`src/rtl/axi_stream_remove_header.sv`:
```
// axi_stream_remove_header
// Strips a run-time selectable number of leading header bytes (strip_len)
// from each AXI-Stream packet and re-packs the remaining payload so that
// every output beat is full except the last. Byte W-1 (tdata MSB) is the
// first byte on the wire; tkeep is contiguous and MSB-aligned.
// Optional feature: define AXIS_RM_HDR_STAT_EN to add pkt_cnt/drop_cnt.
module axi_stream_remove_header #(
  parameter int DATA_WD      = 32,
  parameter int DATA_BYTE_WD = DATA_WD / 8
) (
  input  logic                                  clk,
  input  logic                                  rst_n,
  input  logic [$clog2(DATA_BYTE_WD+1)-1:0]     strip_len,
  input  logic                                  s_axis_tvalid,
  input  logic [DATA_WD-1:0]                    s_axis_tdata,
  input  logic [DATA_BYTE_WD-1:0]               s_axis_tkeep,
  input  logic                                  s_axis_tlast,
  output logic                                  s_axis_tready,
  output logic                                  m_axis_tvalid,
  output logic [DATA_WD-1:0]                    m_axis_tdata,
  output logic [DATA_BYTE_WD-1:0]               m_axis_tkeep,
  output logic                                  m_axis_tlast,
  input  logic                                  m_axis_tready,
  output logic                                  drop_pulse
`ifdef AXIS_RM_HDR_STAT_EN
  ,
  output logic [15:0]                           pkt_cnt,
  output logic [15:0]                           drop_cnt
`endif
);

  localparam int SW = $clog2(DATA_BYTE_WD + 1);  // byte-count width (0..W)
  localparam int CW = SW + 1;                     // holds residual + beat (< 2W)
  localparam logic [SW-1:0] W_CNT = SW'(DATA_BYTE_WD);

  typedef enum logic [1:0] {
    ST_FIRST = 2'd0,
    ST_MERGE = 2'd1,
    ST_FLUSH = 2'd2
  } state_t;

  // tkeep with the top cnt bits set (cnt <= W)
  function automatic logic [DATA_BYTE_WD-1:0] keep_of(input logic [CW-1:0] cnt);
    logic [DATA_BYTE_WD-1:0] k;
    k = '0;
    for (int i = 0; i < DATA_BYTE_WD; i++) begin
      k[DATA_BYTE_WD-1-i] = (CW'(i) < cnt);
    end
    return k;
  endfunction

  // number of kept bytes in a beat
  function automatic logic [CW-1:0] count_keep(input logic [DATA_BYTE_WD-1:0] keep);
    logic [CW-1:0] c;
    c = '0;
    for (int i = 0; i < DATA_BYTE_WD; i++) begin
      c = c + CW'(keep[i]);
    end
    return c;
  endfunction

  // expand tkeep to a per-bit data mask
  function automatic logic [DATA_WD-1:0] byte_mask(input logic [DATA_BYTE_WD-1:0] keep);
    logic [DATA_WD-1:0] m;
    m = '0;
    for (int i = 0; i < DATA_BYTE_WD; i++) begin
      m[i*8 +: 8] = {8{keep[i]}};
    end
    return m;
  endfunction

  state_t                  state_r, state_s;
  logic [DATA_WD-1:0]      res_data_r, res_data_s;   // residual bytes, MSB-aligned
  logic [SW-1:0]           res_cnt_r, res_cnt_s;     // residual byte count R

  logic                    out_free_s;
  logic                    accept_s;
  logic [SW-1:0]           n_s;
  logic [DATA_WD-1:0]      din_s;
  logic [CW-1:0]           k_s;
  logic [CW-1:0]           total_s;
  logic [2*DATA_WD-1:0]    merged_s;

  logic                    load_s;
  logic [DATA_WD-1:0]      ld_data_s;
  logic [DATA_BYTE_WD-1:0] ld_keep_s;
  logic                    ld_last_s;
  logic                    drop_s;

  assign out_free_s    = !m_axis_tvalid || m_axis_tready;
  assign s_axis_tready = (state_r != ST_FLUSH) && out_free_s;
  assign accept_s      = s_axis_tvalid && s_axis_tready;
  assign n_s           = (strip_len > W_CNT) ? W_CNT : strip_len;
  assign din_s         = s_axis_tdata & byte_mask(s_axis_tkeep);
  assign k_s           = count_keep(s_axis_tkeep);
  assign total_s       = CW'(res_cnt_r) + k_s;
  // residual followed by the new beat; upper half is the next output beat,
  // lower half is what is left over for the following one
  assign merged_s      = {res_data_r, {DATA_WD{1'b0}}}
                       | ({din_s, {DATA_WD{1'b0}}} >> {res_cnt_r, 3'b000});

  // next-state, residual and output-load decisions
  always_comb begin
    state_s    = state_r;
    res_data_s = res_data_r;
    res_cnt_s  = res_cnt_r;
    load_s     = 1'b0;
    ld_data_s  = '0;
    ld_keep_s  = '0;
    ld_last_s  = 1'b0;
    drop_s     = 1'b0;
    case (state_r)
      ST_FIRST: begin
        if (accept_s) begin
          if (s_axis_tlast) begin
            if (k_s <= CW'(n_s)) begin
              drop_s = 1'b1;
            end else begin
              load_s    = 1'b1;
              ld_data_s = din_s << {n_s, 3'b000};
              ld_keep_s = s_axis_tkeep << n_s;
              ld_last_s = 1'b1;
            end
            res_data_s = '0;
            res_cnt_s  = '0;
            state_s    = ST_FIRST;
          end else begin
            if (n_s == {SW{1'b0}}) begin
              load_s     = 1'b1;
              ld_data_s  = din_s;
              ld_keep_s  = s_axis_tkeep;
              ld_last_s  = 1'b0;
              res_data_s = '0;
              res_cnt_s  = '0;
            end else begin
              // n = W leaves nothing behind: R = 0, pure pass-through next
              res_data_s = din_s << {n_s, 3'b000};
              res_cnt_s  = W_CNT - n_s;
            end
            state_s = ST_MERGE;
          end
        end else begin
          state_s = ST_FIRST;
        end
      end
      ST_MERGE: begin
        if (accept_s) begin
          if (res_cnt_r == {SW{1'b0}}) begin
            load_s    = 1'b1;
            ld_data_s = din_s;
            ld_keep_s = s_axis_tkeep;
            ld_last_s = s_axis_tlast;
            state_s   = s_axis_tlast ? ST_FIRST : ST_MERGE;
          end else if (s_axis_tlast) begin
            load_s    = 1'b1;
            ld_data_s = merged_s[2*DATA_WD-1:DATA_WD];
            if (total_s <= CW'(DATA_BYTE_WD)) begin
              ld_keep_s  = keep_of(total_s);
              ld_last_s  = 1'b1;
              res_data_s = '0;
              res_cnt_s  = '0;
              state_s    = ST_FIRST;
            end else begin
              ld_keep_s  = {DATA_BYTE_WD{1'b1}};
              ld_last_s  = 1'b0;
              res_data_s = merged_s[DATA_WD-1:0];
              res_cnt_s  = SW'(total_s - CW'(DATA_BYTE_WD));
              state_s    = ST_FLUSH;
            end
          end else begin
            load_s     = 1'b1;
            ld_data_s  = merged_s[2*DATA_WD-1:DATA_WD];
            ld_keep_s  = {DATA_BYTE_WD{1'b1}};
            ld_last_s  = 1'b0;
            res_data_s = merged_s[DATA_WD-1:0];
            state_s    = ST_MERGE;
          end
        end else begin
          state_s = ST_MERGE;
        end
      end
      ST_FLUSH: begin
        if (out_free_s) begin
          load_s     = 1'b1;
          ld_data_s  = res_data_r;
          ld_keep_s  = keep_of(CW'(res_cnt_r));
          ld_last_s  = 1'b1;
          res_data_s = '0;
          res_cnt_s  = '0;
          state_s    = ST_FIRST;
        end else begin
          state_s = ST_FLUSH;
        end
      end
      default: begin
        res_data_s = '0;
        res_cnt_s  = '0;
        state_s    = ST_FIRST;
      end
    endcase
  end

  // state and residual registers
  always_ff @(posedge clk or negedge rst_n) begin
    if (!rst_n) begin
      state_r    <= ST_FIRST;
      res_data_r <= '0;
      res_cnt_r  <= '0;
    end else begin
      state_r    <= state_s;
      res_data_r <= res_data_s;
      res_cnt_r  <= res_cnt_s;
    end
  end

  // output register: load a new beat, retire on handshake, else hold
  always_ff @(posedge clk or negedge rst_n) begin
    if (!rst_n) begin
      m_axis_tvalid <= 1'b0;
      m_axis_tdata  <= '0;
      m_axis_tkeep  <= '0;
      m_axis_tlast  <= 1'b0;
      drop_pulse    <= 1'b0;
    end else begin
      if (load_s) begin
        m_axis_tvalid <= 1'b1;
        m_axis_tdata  <= ld_data_s;
        m_axis_tkeep  <= ld_keep_s;
        m_axis_tlast  <= ld_last_s;
      end else if (m_axis_tready) begin
        m_axis_tvalid <= 1'b0;
      end else begin
        m_axis_tvalid <= m_axis_tvalid;
      end
      drop_pulse <= drop_s;
    end
  end

`ifdef AXIS_RM_HDR_STAT_EN
  // statistics: emitted packets and fully dropped packets, wrapping
  always_ff @(posedge clk or negedge rst_n) begin
    if (!rst_n) begin
      pkt_cnt  <= 16'd0;
      drop_cnt <= 16'd0;
    end else begin
      if (m_axis_tvalid && m_axis_tready && m_axis_tlast) begin
        pkt_cnt <= pkt_cnt + 16'd1;
      end else begin
        pkt_cnt <= pkt_cnt;
      end
      if (drop_pulse) begin
        drop_cnt <= drop_cnt + 16'd1;
      end else begin
        drop_cnt <= drop_cnt;
      end
    end
  end
`endif

endmodule

```
`config.mk`:
```
export PLATFORM = sky130hd
export DESIGN_NAME = axi_stream_remove_header
export DESIGN_NICKNAME = d
export VERILOG_FILES = /design/src/rtl/axi_stream_remove_header.sv
export SDC_FILE = /design/constraint.sdc
export NUM_CORES = 1
export LEC_CHECK = 0
export BUFFER_PORTS_ARGS = -buffer_cell sky130_fd_sc_hd__buf_4
export CORE_AREA = 2 2 111 135
export CTS_CLUSTER_DIAMETER = 80
export DETAILED_ROUTE_END_ITERATION = 8
export DIE_AREA = 0 0 113 137
export PLACE_DENSITY = 0.61
export SKIP_LAST_GASP = 1
export SLEW_MARGIN = 25
export SYNTH_ARGS = -nofsm -noshare
export SYNTH_HDL_FRONTEND = slang
export SYNTH_SLANG_ARGS = --single-unit
```
`constraint.sdc`:
```
create_clock -name clk -period 5.5 [get_ports clk]
set_clock_uncertainty 0.2 [all_clocks]
set_input_delay 1.375 -clock clk [delete_from_list [all_inputs] [get_ports clk]]
set_output_delay 1.375 -clock clk [all_outputs]
set_load 0.03 [all_outputs]
```
==> results of run 1 <==
## cells by family after synthesis
| logic type | Yosys count |
|---|---|
| AOI/OAI and AO/OA | 299 |
| buffers and inverters | 86 |
| and+or+nand+nor | 250 |
| muxes | 40 |
| xor gates and xnor gates | 2 |
| adders and majority gates | 10 |
| DFF | 76 |
## flip-flops by register name, summed over array words and instances (netlist names)
| register | flops |
|---|---|
| drop_pulse | 1 |
| m_axis_tdata | 32 |
| m_axis_tkeep | 4 |
| m_axis_tlast | 1 |
| m_axis_tvalid | 1 |
| res_cnt_r | 3 |
| res_data_r | 32 |
| state_r | 2 |
## cell type report
class	count	area share
clock buffers	9	0.0305
repair buffers	102	0.104
flip-flops and latches	76	0.258
multi-input cells	601	0.550
clock inverters	6	0.0185
inverters	17	0.00865
well taps	175	0.0297
## report_power, final
group	switching, mW	internal [mW]	leakage [nW]
Clock	0.268	0.489	0.172
Sequential	0.159	0.791	0.964
Combinational	1.43	0.727	1.87
Total	1.86	2.01	3.01
## per-layer routing
metal | track usage | vias up
li1 | - | 3028
met1 | 0.464 | 3497
met2 | 0.603 | 503
met3 | 0.0629 | 119
met4 | 0.232 | 0
met5 | 0 | -
## critical path, cell delays in order
cell and delay (ns):
buf_4 0.09, inv_1 0.08, fa_1 0.55, inv_1 0.06, ha_1 0.20, ha_1 0.35
ha_1 0.30, a211o_1 0.29, and3_1 0.20, or2_2 0.34, nor4b_1 0.67, buf_4 0.22
o211ai_1 0.07
## through the flow
| stage | hold WS [ns] | cells | instance area (um^2) |
|---|---|---|---|
| finish | 0.288 | 986 | 7370 |
| global route | 0.323 | 986 | 7370 |
| CTS | 0.290 | 986 | 7370 |
| detailed placement | 0.269 | 971 | 7010 |
| global placement | 0.264 | 971 | 7010 |
| floorplan | 0.256 | 763 | 6290 |
## final timing paths
kind / from / to / slack (ns) / depth (start not counted)
min: m_axis_tdata[29] / m_axis_tdata[29] / 0.29 / 2
max in group asynchronous: rst_n / res_cnt_r[1] / 3.70 / 1
min reg2reg: m_axis_tdata[29] / m_axis_tdata[29] / 0.29 / 2
min in group asynchronous: rst_n / m_axis_tlast / 0.88 / 1
max reg2reg: state_r[0] / m_axis_tdata[7] / 1.85 / 5
max: s_axis_tkeep[0] / m_axis_tkeep[3] / 0.72 / 13
## cell usage in the layout, fill, tap and decap left out, types with 20 or more instances in the layout
master    instances
o211ai_1         26
a21oi_1          43
mux2i_1          20
dfrtp_1          74
o22ai_1          23
nand3_1          25
a22oi_1          20
o21ai_0          50
buf_4           101
nand2_1          85
nor2_1           53
==> impl_metrics.env, run 1 <==
export IMPL_cts_num_sinks=76
export IMPL_routed_top_layer="met4"
export IMPL_yosys_warnings=0
export IMPL_setup_viol=0
export IMPL_finalMaxSlewViolations=0
export IMPL_synth_ff_type="dfrtp_1"
export IMPL_outcome="finished with violations"
export IMPL_dieArea_um2=15500
export IMPL_synth_top_area_share=0.302
export IMPL_worst_slew_pin_slew_ns=1.01
export IMPL_die_height_um=137
export IMPL_vias_per_cell=7.25
export IMPL_cts_repair_resized=0
export IMPL_post_route_period_util=0.870
export IMPL_drc=4
export IMPL_setup_tns_ns=0
export IMPL_synth_edf_count=0
export IMPL_met2_length_mm=13.5
export IMPL_hold_violations=0
export IMPL_dp_hpwl_mm=19.8
export IMPL_total_power_mw=3.86
export IMPL_diodes=0
export IMPL_grt_overflow=0
export IMPL_num_io_pins=84
export IMPL_clkLatencyLatePin_ns=0.36
export IMPL_cp_required_ns=5.53
export IMPL_postSynthAreaPerCell_um2=8.25
export IMPL_power_density_nw_per_um2=524
export IMPL_synthesis_area_um2=6290
export IMPL_place_ws_ns=0.454
export IMPL_synth_fa_ha_area_frac=0.0223
export IMPL_grt_setup_unrepaired="false"
export IMPL_track_usage=0.373
export IMPL_wl_met3_mm=2.72
export IMPL_ant_nets=0
export IMPL_num_vias=7147
export IMPL_synth_top_family_by_area="compound AO/OA/AOI/OAI gates"
export IMPL_synthDistinctLibCells=74
export IMPL_area_growth_pct=17.2
export IMPL_postCtsHoldBufs=0
export IMPL_fin_util=0.520
export IMPL_synth_area_mux_share=0.0712
export IMPL_synth_async_reset_ratio=1.00
export IMPL_detail_route_iter0_violations=1216
export IMPL_htree_levels=3
export IMPL_vdd_drop_max_mv=0.192
export IMPL_cap_violations=0
export IMPL_synth_top_area_cell="dfrtp_1"
export IMPL_violations="design-rule violations"
export IMPL_layout_nets=861
export IMPL_worst_setup_path_end_kind="flip-flop"
export IMPL_synth_xor_area_frac=0.00398
export IMPL_path_class="primary input to flip-flop"
export IMPL_cp_arrival_ns=4.81
export IMPL_setup_ws_ns=0.716
export IMPL_grt_max_degree=77
export IMPL_antenna_found_initial=0
export IMPL_netlist_top_cells_count="nand2_1, dfrtp_1, nor2_1"
export IMPL_clkTransAtPathRegs_ns=0.06
export IMPL_routedWlPerCell_um=29.0
export IMPL_rows=48
export IMPL_grt_first_pass_wirelength_mm=42.8
export IMPL_cts_buffers=9
export IMPL_critPathLaunchType="primary input"
export IMPL_synth_area_top_cells="dfrtp_1, nand2_1, o21ai_0, a21oi_1, mux2_2"
export IMPL_multiInputGateArea_um2=4060
export IMPL_seqCellArea_um2=1900
export IMPL_die_x_um=113
export IMPL_nFillCells=1386
export IMPL_drive_above_1_share=0.203
export IMPL_synth_compound_gate_area_share=0.346
export IMPL_syn_num_nets=817
export IMPL_period_minus_slack_ns=4.78
export IMPL_crit_fanout=6
export IMPL_wirelength_mm=28.6
export IMPL_cts_tree="built"
export IMPL_m1WireLength_mm=10.5
export IMPL_seq_area_frac_synth=0.302
export IMPL_cts_buffer_depth=2
export IMPL_start_util=0.444
export IMPL_grt_pass1_vias=6889
export IMPL_ys_seq_elements=76
export IMPL_cts_root_buf="clkbuf_16"
export IMPL_place_congestion=1.00
export IMPL_core_area_um2=14200
export IMPL_synthSimpleGateAreaFrac=0.198
export IMPL_synth_cells=763
export IMPL_dr_pass1_iters=9
export IMPL_hold_class="flip-flop to flip-flop"
export IMPL_p_leak_nw=3.01
export IMPL_relSlewSlack=0.325
export IMPL_port_buffers=83
export IMPL_post_cts_buffers=0
export IMPL_fmax_mhz=209
export IMPL_synth_most_common_cell="nand2_1"
No activity file was read; power rests on OpenSTA's default activity.
==> run 2: changes to the inputs <==
--- a/config.mk
+++ b/config.mk
@@ -6,11 +6,11 @@
 export NUM_CORES = 1
 export LEC_CHECK = 0
 export BUFFER_PORTS_ARGS = -buffer_cell sky130_fd_sc_hd__buf_4
-export CORE_AREA = 2 2 111 135
+export CORE_AREA = 2 2 106 128
 export CTS_CLUSTER_DIAMETER = 80
 export DETAILED_ROUTE_END_ITERATION = 8
-export DIE_AREA = 0 0 113 137
-export PLACE_DENSITY = 0.61
+export DIE_AREA = 0 0 108 130
+export PLACE_DENSITY = 0.67
 export SKIP_LAST_GASP = 1
 export SLEW_MARGIN = 25
 export SYNTH_ARGS = -nofsm -noshare
==> impl_metrics.env, run 2 (synthesized netlist as in run 1, its figures left out) <==
export IMPL_outcome="finished, final reports clean"
export IMPL_grt_max_degree=77
export IMPL_drc=0
export IMPL_cp_required_ns=5.57
export IMPL_power_internal_mw=1.88
export IMPL_place_congestion=1.01
export IMPL_relSlewSlack=0.263
export IMPL_clkLatencyLatePin_ns=0.36
export IMPL_cts_buffers=9
export IMPL_die_x_um=108
export IMPL_p_sw_frac=0.495
export IMPL_critPathLaunchType="primary input"
export IMPL_detail_route_iter0_violations=1017
export IMPL_combPwrFrac=0.566
export IMPL_grt_setup_unrepaired="false"
export IMPL_crit_family="adder cells"
export IMPL_slowest_delay_ns=0.56
export IMPL_worst_setup_path_end_kind="flip-flop"
export IMPL_final_cell_mix="buf_4, nand2_1, dfrtp_1"
export IMPL_p_leak_nw=2.99
export IMPL_cts_buffer_depth=2
export IMPL_crit_slowest_cell="fa_1"
export IMPL_crit_fanout=26
export IMPL_num_vias=7114
export IMPL_num_io_pins=84
export IMPL_antenna_found_initial=0
export IMPL_vias_per_cell=7.26
export IMPL_ant_nets=0
export IMPL_clkTransAtPathRegs_ns=0.06
export IMPL_fmax_mhz=217
export IMPL_place_ws_ns=0.545
export IMPL_drive_above_1_share=0.204
export IMPL_fin_util=0.565
export IMPL_hold_class="flip-flop to flip-flop"
export IMPL_track_usage=0.408
export IMPL_place_inst=965
export IMPL_fin_cells=980
export IMPL_rows=46
export IMPL_wirelength_mm=28.6
export IMPL_nFillCells=1239
export IMPL_vdd_drop_max_mv=0.301
export IMPL_clkPwrFrac=0.166
export IMPL_port_buffers=83
export IMPL_hold_violations=0
export IMPL_grt_pass1_vias=6772
export IMPL_core_area_um2=12900
export IMPL_post_cts_buffers=0
export IMPL_routedWlPerCell_um=29.2
export IMPL_worst_slew_pin_slew_ns=1.10
export IMPL_dp_hpwl_mm=20.0
export IMPL_seqCellArea_um2=1900
export IMPL_layout_nets=862
export IMPL_power_density_nw_per_um2=509
export IMPL_setup_tns_ns=0
export IMPL_grt_first_pass_wirelength_mm=41.7
export IMPL_cp_arrival_ns=4.68
export IMPL_cap_violations=0
export IMPL_area_growth_pct=16.2
export IMPL_seqPwrFrac=0.268
export IMPL_multiInputGateArea_um2=4050
export IMPL_diodes=0
export IMPL_cts_num_sinks=76
export IMPL_top_regs="m_axis_tdata: 32 flops, res_data_r: 32 flops, m_axis_tkeep: 4 flops"
export IMPL_cts_root_buf="clkbuf_16"
export IMPL_post_route_period_util=0.838
export IMPL_worstPathCellList="buf_4, inv_1, fa_1, inv_1, ha_1, ha_1, fa_1, xor2_2, mux2i_1, o41a_4, nand2_1, o221ai_1"
export IMPL_finalMaxSlewViolations=0
export IMPL_mostFrequentLayoutCell="buf_4"
export IMPL_postCtsHoldBufs=0
export IMPL_p_switching_mw=1.84
export IMPL_dr_pass1_iters=6
export IMPL_path_class="primary input to flip-flop"
export IMPL_dieArea_um2=14000
export IMPL_grt_overflow=0
export IMPL_setup_ws_ns=0.888
export IMPL_htree_levels=3
export IMPL_cts_tree="built"
export IMPL_path_buf_inv=3
export IMPL_start_util=0.486
export IMPL_period_minus_slack_ns=4.61
export IMPL_cts_repair_resized=0
export IMPL_die_height_um=130
export IMPL_setup_viol=0
-- run 2: changes by cell type in the layout (fill, tap and decap cells not counted), sizes merged --
cell,delta
bufinv,-3
buf,+1
clkinv,+3
inv,-1
clkbuf,+1
-- run 2: worst paths after layout --
kind,cells after the start,slack [ns],from,endpoint
max,12,0.89,s_axis_tkeep[0],res_data_r[23]
min,2,0.29,m_axis_tdata[26],m_axis_tdata[26]
max reg2reg,8,2.11,res_cnt_r[0],res_data_r[20]
min reg2reg,2,0.29,m_axis_tdata[26],m_axis_tdata[26]
max in group asynchronous,1,3.71,rst_n,res_cnt_r[1]
min in group asynchronous,1,0.84,rst_n,res_data_r[18]
-- run 2: layout make-up --
| cell class | instances | share of cell area |
|---|---|---|
| multi-input cells | 601 | 0.554 |
| flip-flops and latches | 76 | 0.260 |
| repair buffers | 103 | 0.108 |
| clock buffers | 10 | 0.0327 |
| well taps | 168 | 0.0288 |
| inverters | 17 | 0.00873 |
| clock inverters | 5 | 0.00719 |
-- run 2: per-layer routing --
metal	wire length, um	global-route usage
met1	11000	0.517
met2	13000	0.643
met3	2680	0.0694
met4	1940	0.269
met5	0	0
-- run 2: worst min-delay path: stages, from the launching register on --
cell     delay [ns]
dfrtp_1        0.35
nand2_1        0.05
nand2_1        0.06
-- run 2: power by group through the flow --
stage	clock network [mW]	registers (mW)	logic, mW
floorplan	0	1.14	1.17
global placement	0	0.986	2.03
detailed placement	0	0.994	2.05
CTS	0.619	0.986	2.06
global route	0.637	1.02	2.22
finish	0.617	0.999	2.11
-- run 2: per-stage QoR --
| step | power [mW] | hold slack [ns] | cell area [um^2] |
|---|---|---|---|
| 2_1_floorplan | 2.32 | 0.256 | 6290 |
| 3_3_place_gp | 3.02 | 0.262 | 7010 |
| 3_5_place_dp | 3.04 | 0.265 | 7020 |
| 4_1_cts | 3.66 | 0.287 | 7310 |
| 5_1_grt | 3.88 | 0.317 | 7310 |
| 6_report | 3.72 | 0.288 | 7310 |
==> run 3: changes to the inputs <==
--- a/config.mk
+++ b/config.mk
@@ -10,7 +10,7 @@
 export CTS_CLUSTER_DIAMETER = 80
 export DETAILED_ROUTE_END_ITERATION = 8
 export DIE_AREA = 0 0 108 130
-export PLACE_DENSITY = 0.67
+export PLACE_DENSITY = 0.69
 export SKIP_LAST_GASP = 1
 export SLEW_MARGIN = 25
 export SYNTH_ARGS = -nofsm -noshare
==> constraint.sdc (replaced) <==
create_clock -name clk -period 4.2 [get_ports clk]
set_clock_uncertainty 0.2 [all_clocks]
set_input_delay 1.05 -clock clk [delete_from_list [all_inputs] [get_ports clk]]
set_output_delay 1.05 -clock clk [all_outputs]
set_load 0.03 [all_outputs]
==> impl_metrics.env, run 3 (synthesized netlist as in run 1, its figures left out) <==
export IMPL_crit_fanout=26
export IMPL_cts_num_sinks=76
export IMPL_drive_above_1_share=0.240
export IMPL_grt_first_pass_wirelength_mm=43.5
export IMPL_antenna_found_initial=0
export IMPL_cts_buffers=9
export IMPL_nFillCells=1222
export IMPL_ant_nets=0
export IMPL_worst_slew_pin_slew_ns=1.04
export IMPL_postCtsHoldBufs=0
export IMPL_die_height_um=130
export IMPL_cp_arrival_ns=4.04
export IMPL_dr_pass1_iters=6
export IMPL_layout_nets=891
export IMPL_grt_pass1_vias=7159
export IMPL_relSlewSlack=0.301
export IMPL_setup_ws_ns=0.167
export IMPL_worstHoldStart="m_axis_tdata[30]"
export IMPL_hold_ws_ns=0.291
export IMPL_fmax_mhz=248
export IMPL_clkTransAtPathRegs_ns=0.06
export IMPL_start_util=0.486
export IMPL_die_x_um=108
export IMPL_period_minus_slack_ns=4.03
export IMPL_dp_hpwl_mm=20.5
export IMPL_rows=46
export IMPL_min_to="m_axis_tdata[30]"
export IMPL_finalMaxSlewViolations=0
export IMPL_cts_root_buf="clkbuf_16"
export IMPL_p_leak_nw=3.13
export IMPL_htree_levels=3
export IMPL_dieArea_um2=14000
export IMPL_post_route_period_util=0.960
export IMPL_place_inst=994
export IMPL_area_growth_pct=20.8
export IMPL_diodes=0
export IMPL_critPathLaunchType="primary input"
export IMPL_vdd_drop_max_mv=0.328
export IMPL_wirelength_mm=28.7
export IMPL_final_cell_mix="buf_4, nand2_1, dfrtp_1"
export IMPL_num_vias=7190
export IMPL_cp_required_ns=4.21
export IMPL_stdcell_area_um2=7600
export IMPL_path_class="primary input to flip-flop"
export IMPL_crit_slowest_cell="o41a_4"
export IMPL_hold_class="flip-flop to flip-flop"
export IMPL_track_usage=0.420
export IMPL_hold_violations=0
export IMPL_place_congestion=1.01
export IMPL_power_density_nw_per_um2=666
export IMPL_detail_route_iter0_violations=772
export IMPL_cts_buffer_depth=2
export IMPL_fin_cells=1010
export IMPL_r2r_end="m_axis_tdata[7]"
export IMPL_fin_util=0.587
export IMPL_port_buffers=83
export IMPL_r2r_cells=6
export IMPL_cts_repair_resized=0
export IMPL_grt_setup_unrepaired="false"
export IMPL_vias_per_cell=7.12
export IMPL_worstPathCellList="buf_4, inv_2, fa_1, inv_2, ha_4, ha_4, fa_2, o21ai_1, mux2i_2, o41a_4, nand2_1, o221ai_1"
export IMPL_drc=0
export IMPL_post_cts_buffers=0
export IMPL_setup_tns_ns=0
export IMPL_core_area_um2=12900
export IMPL_outcome="finished, final reports clean"
export IMPL_grt_max_degree=77
export IMPL_regToRegStartpoint="state_r[0]"
export IMPL_total_power_mw=5.06
export IMPL_worst_setup_path_end_kind="flip-flop"
export IMPL_place_ws_ns=-0.162
export IMPL_hold_path_depth=2
export IMPL_rrSetupSlack_ns=0.90
export IMPL_routedWlPerCell_um=28.4
export IMPL_place_area_um2=7280
export IMPL_cap_violations=0
export IMPL_cts_tree="built"
export IMPL_clkLatencyLatePin_ns=0.35
export IMPL_slowest_delay_ns=0.62
export IMPL_grt_overflow=0
export IMPL_num_io_pins=84
export IMPL_top_regs="m_axis_tdata: 32 flops, res_data_r: 32 flops, m_axis_tkeep: 4 flops"
export IMPL_mostFrequentLayoutCell="buf_4"
export IMPL_setup_viol=0
## run 3: changes by cell type in the layout (fill, tap and decap cells not counted), sizes merged
cell and change:
buf +29, bufinv +1, clkinv -1, clkinvlp +1
## run 3: per-layer routing
layer  share of wire  track usage  up-vias
li1                -            -     3073
met1            0.37        0.505     3488
met2            0.47        0.670      508
met3           0.090       0.0779      121
met4           0.074        0.307        0
met5               0            0        -
## run 3: power by group
part / internal [mW] / leakage [nW] / total (mW) / switching (mW)
Combinational: 1.05 / 2.02 / 2.88 / 1.83
Clock: 0.521 / 0.149 / 0.865 / 0.344
Sequential: 1.03 / 0.964 / 1.31 / 0.280
Total: 2.61 / 3.13 / 5.06 / 2.45
## run 3: cell type report
type	instances	area [um^2]	area share
flip-flops and latches	76	1900	0.251
multi-input cells	601	4080	0.537
well taps	168	210	0.0277
clock inverters	6	88.8	0.0117
clock buffers	10	229	0.0301
inverters	17	63.8	0.00840
repair buffers	132	1020	0.134
## run 3: worst max-delay path by stage
stage | startpoint | endpoint | slack [ns] | depth (start not counted)
after global placement | s_axis_tkeep[3] | res_data_r[10] | -0.12 | 13
final | s_axis_tkeep[3] | res_data_r[23] | 0.17 | 12
after CTS | s_axis_tkeep[3] | res_data_r[23] | 0.21 | 12
after detailed placement | s_axis_tkeep[3] | res_data_r[23] | -0.16 | 12
after global routing | s_axis_tkeep[3] | res_data_r[23] | 0.07 | 12
after floorplan | s_axis_tkeep[3] | res_data_r[31] | -0.09 | 14
## run 3: worst max-delay path: cells and delay by family
kind                     cells  cell delay (ns)
AO/OA/AOI/OAI                3             0.96
adder cells (fa/ha/maj)      4             1.45
AND/OR/NAND/NOR              1             0.25
multiplexers                 1             0.11
buffers and inverters        3             0.21
